`src/rtl/riscv_pkg.sv`:
```
// riscv_pkg: shared definitions for the writeback slice.
//   - load funct3 encodings (LB, LH, LW, LBU, LHU)
//   - default datapath width
//   - alignment masks and a helper that decides whether a load is misaligned
package riscv_pkg;

    localparam int XLEN_DEFAULT = 32;

    typedef enum logic [2:0] {
        LB  = 3'b000,
        LH  = 3'b001,
        LW  = 3'b010,
        LBU = 3'b100,
        LHU = 3'b101
    } load_funct3_e;

    // Offset bits that must be zero for an access of the given size.
    localparam logic [1:0] HALF_ALIGN_MASK = 2'b01;
    localparam logic [1:0] WORD_ALIGN_MASK = 2'b11;

    function automatic logic load_misaligned(input logic [2:0] funct3,
                                             input logic [1:0] byte_off);
        logic mis;
        mis = 1'b0;
        case (funct3)
            LH, LHU: mis = |(byte_off & HALF_ALIGN_MASK);
            LW:      mis = |(byte_off & WORD_ALIGN_MASK);
            default: mis = 1'b0;
        endcase
        return mis;
    endfunction

endpackage

```
`src/rtl/load_formatter.sv`:
```
// load_formatter: combinational load-data alignment and sign/zero extension.
// Ports:
//   raw_i       XLEN  raw memory read word (only bits [31:0] feed sub-word loads)
//   funct3_i    3     load size/sign code
//   byte_off_i  2     load address bits [1:0]
//   data_o      XLEN  formatted load data
//   misalign_o  1     access is not naturally aligned
module load_formatter
    import riscv_pkg::*;
#(
    parameter int XLEN = XLEN_DEFAULT
) (
    input  logic [XLEN-1:0] raw_i,
    input  logic [2:0]      funct3_i,
    input  logic [1:0]      byte_off_i,
    output logic [XLEN-1:0] data_o,
    output logic            misalign_o
);

    logic [31:0] word;
    logic [7:0]  byte_sel;
    logic [15:0] half_sel;

    assign word = raw_i[31:0];

    always_comb begin
        byte_sel = word[7:0];
        case (byte_off_i)
            2'd0:    byte_sel = word[7:0];
            2'd1:    byte_sel = word[15:8];
            2'd2:    byte_sel = word[23:16];
            default: byte_sel = word[31:24];
        endcase
        // Halfword picks by off[1] only; off[0] is reported as misalignment.
        half_sel = byte_off_i[1] ? word[31:16] : word[15:0];

        data_o     = raw_i;
        misalign_o = 1'b0;
        case (funct3_i)
            LB:  data_o = {{(XLEN-8){byte_sel[7]}}, byte_sel};
            LBU: data_o = {{(XLEN-8){1'b0}}, byte_sel};
            LH:  data_o = {{(XLEN-16){half_sel[15]}}, half_sel};
            LHU: data_o = {{(XLEN-16){1'b0}}, half_sel};
            LW:  data_o = {{(XLEN-32){word[31]}}, word};
            default: data_o = raw_i;
        endcase
        misalign_o = load_misaligned(funct3_i, byte_off_i);
    end

endmodule

```
`src/rtl/wb_stage.sv`:
```
// wb_stage: MEM/WB pipeline register with N-way result select and load formatting.
// Ports:
//   clk_i, rst_ni           clock (rising edge), asynchronous active-low reset
//   valid_i, stall_i, flush_i  MEM-stage valid and hazard-unit controls
//   src_data_i              NUM_SRC packed result sources, source k at [k*XLEN +: XLEN]
//   wb_sel_i                result source select (out-of-range selects give 0)
//   reg_write_i, rd_addr_i  register write request and destination
//   funct3_i, byte_off_i    load size/sign code and address bits [1:0]
//   wb_valid_o, wb_we_o, wb_rd_o, wb_data_o  registered register-file write port
//   misalign_o              registered misaligned-load flag
//   instret_o               64-bit retired-instruction counter
// All outputs come directly from flops.
module wb_stage
    import riscv_pkg::*;
#(
    parameter int XLEN     = XLEN_DEFAULT,
    parameter int NUM_SRC  = 4,
    parameter int SEL_W    = $clog2(NUM_SRC),
    parameter int LOAD_SRC = 1
) (
    input  logic                    clk_i,
    input  logic                    rst_ni,
    input  logic                    valid_i,
    input  logic                    stall_i,
    input  logic                    flush_i,
    input  logic [NUM_SRC*XLEN-1:0] src_data_i,
    input  logic [SEL_W-1:0]        wb_sel_i,
    input  logic                    reg_write_i,
    input  logic [4:0]              rd_addr_i,
    input  logic [2:0]              funct3_i,
    input  logic [1:0]              byte_off_i,
    output logic                    wb_valid_o,
    output logic                    wb_we_o,
    output logic [4:0]              wb_rd_o,
    output logic [XLEN-1:0]         wb_data_o,
    output logic                    misalign_o,
    output logic [63:0]             instret_o
);

    logic [XLEN-1:0] src_arr [NUM_SRC];
    logic [XLEN-1:0] sel_data;
    logic [XLEN-1:0] fmt_data;
    logic            fmt_misalign;
    logic            is_load;

    logic [XLEN-1:0] data_next;
    logic            misalign_next;
    logic            we_next;

    logic            valid_reg;
    logic            we_reg;
    logic [4:0]      rd_reg;
    logic [XLEN-1:0] data_reg;
    logic            misalign_reg;
    logic [63:0]     instret_reg;

    for (genvar gi = 0; gi < NUM_SRC; gi++) begin : g_unpack
        assign src_arr[gi] = src_data_i[gi*XLEN +: XLEN];
    end

    // Compare against each legal index; a select with no match leaves zero.
    always_comb begin
        sel_data = '0;
        for (int k = 0; k < NUM_SRC; k++) begin
            if (wb_sel_i == SEL_W'(k)) begin
                sel_data = src_arr[k];
            end
        end
    end

    assign is_load = (wb_sel_i == SEL_W'(LOAD_SRC));

    load_formatter #(
        .XLEN (XLEN)
    ) u_load_formatter (
        .raw_i      (src_arr[LOAD_SRC]),
        .funct3_i   (funct3_i),
        .byte_off_i (byte_off_i),
        .data_o     (fmt_data),
        .misalign_o (fmt_misalign)
    );

    assign data_next     = is_load ? fmt_data : sel_data;
    // Gated by valid_i so a bubble never carries a misalign flag.
    assign misalign_next = valid_i & is_load & fmt_misalign;
    // Write enable is resolved before the register so wb_we_o is a plain flop.
    assign we_next       = valid_i & reg_write_i & (rd_addr_i != 5'd0) & ~misalign_next;

    always_ff @(posedge clk_i or negedge rst_ni) begin
        if (!rst_ni) begin
            valid_reg    <= 1'b0;
            we_reg       <= 1'b0;
            rd_reg       <= '0;
            data_reg     <= '0;
            misalign_reg <= 1'b0;
        end else if (flush_i) begin
            // Bubble: data and rd keep their last value, qualifiers drop.
            valid_reg    <= 1'b0;
            we_reg       <= 1'b0;
            misalign_reg <= 1'b0;
        end else if (!stall_i) begin
            valid_reg    <= valid_i;
            we_reg       <= we_next;
            rd_reg       <= rd_addr_i;
            data_reg     <= data_next;
            misalign_reg <= misalign_next;
        end
    end

    always_ff @(posedge clk_i or negedge rst_ni) begin
        if (!rst_ni) begin
            instret_reg <= '0;
        end else if (valid_i && !stall_i && !flush_i) begin
            instret_reg <= instret_reg + 64'd1;
        end
    end

    assign wb_valid_o = valid_reg;
    assign wb_we_o    = we_reg;
    assign wb_rd_o    = rd_reg;
    assign wb_data_o  = data_reg;
    assign misalign_o = misalign_reg;
    assign instret_o  = instret_reg;

endmodule
```
`config.mk`:
```
export PLATFORM = sky130hd
export DESIGN_NAME = wb_stage
export DESIGN_NICKNAME = d
export VERILOG_FILES = /design/src/rtl/riscv_pkg.sv /design/src/rtl/load_formatter.sv /design/src/rtl/wb_stage.sv
export SDC_FILE = /design/constraint.sdc
export NUM_CORES = 1
export LEC_CHECK = 0
export CORE_MARGIN = 3
export CORE_UTILIZATION = 38
export DETAILED_ROUTE_END_ITERATION = 12
export GPL_ROUTABILITY_DRIVEN = 0
export PLACE_DENSITY = 0.74
export SYNTH_ARGS = -nofsm -noshare
export SYNTH_HDL_FRONTEND = slang
export SYNTH_SLANG_ARGS = --single-unit
export TNS_END_PERCENT = 1
```
`constraint.sdc`:
```
create_clock -name clk_i -period 5.3 [get_ports clk_i]
set_input_delay 1.59 -clock clk_i [delete_from_list [all_inputs] [get_ports clk_i]]
set_output_delay 1.59 -clock clk_i [all_outputs]
set_load 0.03 [all_outputs]
```
### Yosys cells after proc, flatten, opt, wreduce, memory -nomap -nowiden

Cells that the tools add are included.

| storage, ports and cells | value |
|---|---|
| register bits after elaboration | 104 |
| word-level logic and storage cells | 50 |

| cells by class | value |
|---|---|
| add/subtract/negate cells | 1 |
| eq/ne operators | 10 |
| mux-type cells | 14 |
| bitwise gates (word level) | 8 |
| reductions and logical operators | 11 |

Operators with widths:

| cell | count |
|---|---|
| 32-bit two-way mux | 4 |
| 32-bit one-hot mux with 4 select lines | 1 |
| 64-bit by 1-bit adder with 64-bit output (second input constant) | 1 |
| 8-bit one-hot mux with 3 select lines | 1 |
| 16-bit two-way mux | 1 |
| 2-bit == test (second input constant) | 3 |
| 3-bit == test (second input constant) | 2 |
| 1-bit two-way mux | 6 |
| 1-bit AND | 5 |
| 5-bit nonzero test | 1 |
| 2-bit by 1-bit == test with 1-bit output (second input constant) | 2 |
| 2-bit logical NOT | 2 |
| 2-bit OR reduction | 2 |
| 3-bit by 1-bit == test with 1-bit output (second input constant) | 1 |
| 3-bit by 2-bit == test with 1-bit output (second input constant) | 1 |
| 3-bit logical NOT | 1 |
| 1-bit NOT | 3 |
| 1-bit logical AND | 2 |
| 1-bit logical NOT | 2 |
| 2-bit by 1-bit inequality test with 1-bit output (second input constant) | 1 |
| 1-bit one-hot mux with 2 select lines | 1 |
| 2-bit AND reduction | 1 |

### Depth between registers and ports, before layout

| depth | value |
|---|---|
| depth in word-level cells | 8 |
| depth in mapped cells | 8 |
| mapped depth without buffers | 6 |

### Modules after synthesis

Synthesis repeated with hierarchy kept, for this count alone.

| second synthesis, totals | value |
|---|---|
| cells, all modules | 533 |
| area, all modules | 6,254.7 µm² |

Modules (own cells, without submodules):

| module | times used | cells an instance | area an instance (µm²) |
|---|---|---|---|
| wb_stage | 1 | 417 | 5,370.2 |
| load_formatter | 1 | 116 | 884.6 |

### Worst setup path after synthesis

Ideal clock, no wire load.

| timing | value |
|---|---|
| path type | input-to-reg |
| start | in stall_i |
| end | reg instret_reg[62], in the netlist instret_o[62] |
| library setup time | 0.080 ns |
| arrival | 3.275 ns |
| required time | 5.220 ns |
| slack | 1.945 ns |
| stages on the path | 7 |
| path buffers | 2 |
| path through | buf_6 > or3b_1 > buf_6 > nor4_4 > nand2_1 > nor4_1 > xnor2_1 |

| on the way | value |
|---|---|
| word-level cells in the longest chain between the ends | 3 |

RTL lines:

| item | line | text |
|---|---|---|
| start: declaration | wb_stage.sv:24 | `input logic stall_i,` |
| 1-bit logical NOT | wb_stage.sv:113 | `end else if (valid_i && !stall_i && !flush_i) begin` |
| 1-bit logical AND (2 in series) | wb_stage.sv:113 |  |
| end signal: assignment | wb_stage.sv:114 | `instret_reg <= instret_reg + 64'd1;` |
| end: declaration | wb_stage.sv:55 | `logic [63:0] instret_reg;` |

No other way between the ends.
A chain may end at the register's enable or synchronous reset.

### Worst setup path after layout

| timing | value |
|---|---|
| start | in stall_i |
| end | reg instret_reg[54], in the netlist instret_o[54] |

Same word-level chain as after synthesis.

==> results.cfg <==
[clock_tree]
cts_sinks = 104
h-tree-depth = 3
cts_resized = 0
clk_latency_ps = 350
clk_pin_slew_worst_paths_ps = 80
clockBufferDepth = 2
cts-root-buf = clkbuf_16
cts_tree = yes
numCtsBuffers = 9
cts_setup_buffers = 0
cts_hold_buf = 0

[route]
ant_nets = 0
drcViolationCount = 0
drtIter0Drc = 327
wl_per_cell_um = 18.9
drt_first_pass_iters = 4
vias = 5592
wl_um = 19200
via_per_inst = 5.51

[cells_and_area]
seq_area_mm2 = 0.00260
syn_to_final_growth_pct = 51.7
postLayoutCellArea_mm2 = 0.00861
nFillCells = 1214
nets = 973
instances_no_fill = 1015
n_antenna_cell = 0
multiInputGateArea_mm2 = 0.00290
drive_gt1_share_pct = 7.22

[logic_synthesis]
synth_cell_types = 45
netlist_area_mm2 = 0.00568
syn-num-nets = 740
synthTopCellsByCount = dfrtp_1, nand2_1, nor2_1
synth_top_cell_by_area = dfrtp_1
yosysMostFrequentCell = dfrtp_1
yosysTopAreaCellShare_pct = 45.8
ys_ff_latch = 104
yosys_warnings = 0
synth-edff-count = 0
ys.flop_type = dfrtp_1
synth_area_per_cell_um2 = 9.58
ys_top_cells_by_area = dfrtp_1, xnor2_1, mux2_2, nand2_1, xor2_1
synthArstFlopShare_pct = 100
ys_seq_area_share_pct = 45.8
synthCells = 593

[timing]
period_needed_ps = 3840
max_freq_mhz = 261
fin_skew_ps = 7.73
hold_viol_final = 0
rsz0062_at_grt = no
tightestPinTransition_ps = 889
slew_headroom_pct = 40.3
setup_violations = 0
maxSlewViolCount = 0
fin_tns_setup_ps = 0
fin_crit_sh_pct = 72.4

[floorplanning]
die_x_um = 128
core-area_mm2 = 0.0146
num_rows = 44
die_area_mm2 = 0.0164
start_util_pct = 38.9
die_h_um = 128
io_pins = 250

[global_route]
grt_pass1_wl_um = 29700
grt.total_usage_pct = 22.9
overflow = 0
grt_max_degree = 71
grt_antenna_before_repair = 0
grt_pass1_vias = 5719

[place]
dp_hpwl_um = 15000
dpl.cell_count = 999
post_dp_cell_area_mm2 = 0.00830
io_buffers = 249

[power_and_ir_drop]
leakagePower_nw = 3.55
p_total_mw = 2.21
irDropWorstVdd_uv = 145
power_density_mw_per_mm2 = 257

[outcome]
status = completed

[critical_path]
endpoint_kind = flip-flop
startpoint_type = primary input
critPathMaxFanout = 8
critPathRequiredTime_ps = 5580
worstPathArrival_ps = 4110
criticalPathCategory = primary input to flip-flop

[flow_run]
cap_viol_max_count = 0

[min_path]
hold_path_class = flip-flop to flip-flop
-- stage by stage --
stage / utilization (%) / worst slack, ps / hold slack (ps)
floorplan: - / 1950 / 647
global placement: 56.9 / 1170 / 459
detailed placement: 56.9 / 1080 / 481
CTS: 59.0 / 1470 / 497
global route: 59.0 / 1260 / 511
finish: 59.0 / 1460 / 496
-- critical path, cell delays in order --
cell and delay [ps]:
clkdlybuf4s50_1 550, or3b_1 570, nor4_4 570, nand2_1 270
nor4_1 400, xnor2_1 160
-- registers in the layout, summed over array words and instances (netlist names) --
signal and count:
misalign_o 1, wb_rd_o 5, wb_data_o 32, wb_we_o 1, instret_o 64, wb_valid_o 1
-- kinds of logic (layout without fill, tap and decap cells) --
| logic type | count (synthesis) | count (layout) | synth area share, % |
|---|---|---|---|
| buf+inv | 44 | 282 | 3.22 |
| simple gates | 224 | 224 | 19.9 |
| flops | 104 | 104 | 45.8 |
| mux | 44 | 44 | 8.55 |
| compound gates | 113 | 113 | 12.6 |
| fa+ha+maj | 1 | 1 | 0.220 |
| xor+xnor | 63 | 63 | 9.72 |
-- cell type report --
type	count	share of cell area [%]
Timing Repair Buffer	254	29.3
Tap cell	184	2.67
Inverter	12	0.523
Sequential cell	104	30.2
Clock inverter	7	1.00
Clock buffer	9	2.61
Multi-Input combinational cell	445	33.7
-- per-layer routing --
| metal | vias up | GRT usage (%) | routed length (um) |
|---|---|---|---|
| met4 | 0 | 7.74 | 485 |
| li1 | 2596 | - | - |
| met2 | 268 | 40.2 | 9730 |
| met1 | 2697 | 27.5 | 7480 |
| met5 | - | 0 | 0 |
| met3 | 31 | 5.38 | 1510 |
-- cell usage in the layout (no fill, tap or decap), drive strengths merged, types with 3 or more instances in the layout --
cell type,count
nand2,71
clkdlybuf4s50,247
nor2,55
nand3,19
nor4,11
mux2i,17
o21ai,33
dfrtp,104
inv,14
a21oi,18
clkinv,3
nor3,17
clkbuf,9
xor2,24
mux2,26
or2,3
and4,5
o211ai,15
and3,6
a221oi,16
xnor2,39
buf,7
nand4,19
o22ai,17
and2,7
nor2b,4
a31oi,8
-- power by group --
group          total (mW)  internal, mW  switching (mW)
Clock               0.705         0.377           0.328
Combinational       0.594         0.281           0.313
Sequential          0.913         0.856          0.0578
-- final timing paths --
kind | cells past startpoint | slack (ps) | to | startpoint
worst max-delay path | 6 | 1460 | instret_o[54] | stall_i
worst min-delay path | 2 | 500 | wb_rd_o[3] | wb_rd_o[3]
worst max register to register | 5 | 2780 | instret_o[61] | instret_o[8]
worst min register to register | 2 | 500 | wb_rd_o[3] | wb_rd_o[3]
max in group asynchronous | 2 | 2910 | instret_o[63] | rst_ni
min in group asynchronous | 1 | 1370 | instret_o[20] | rst_ni
No activity file was read; power rests on OpenSTA's default activity.
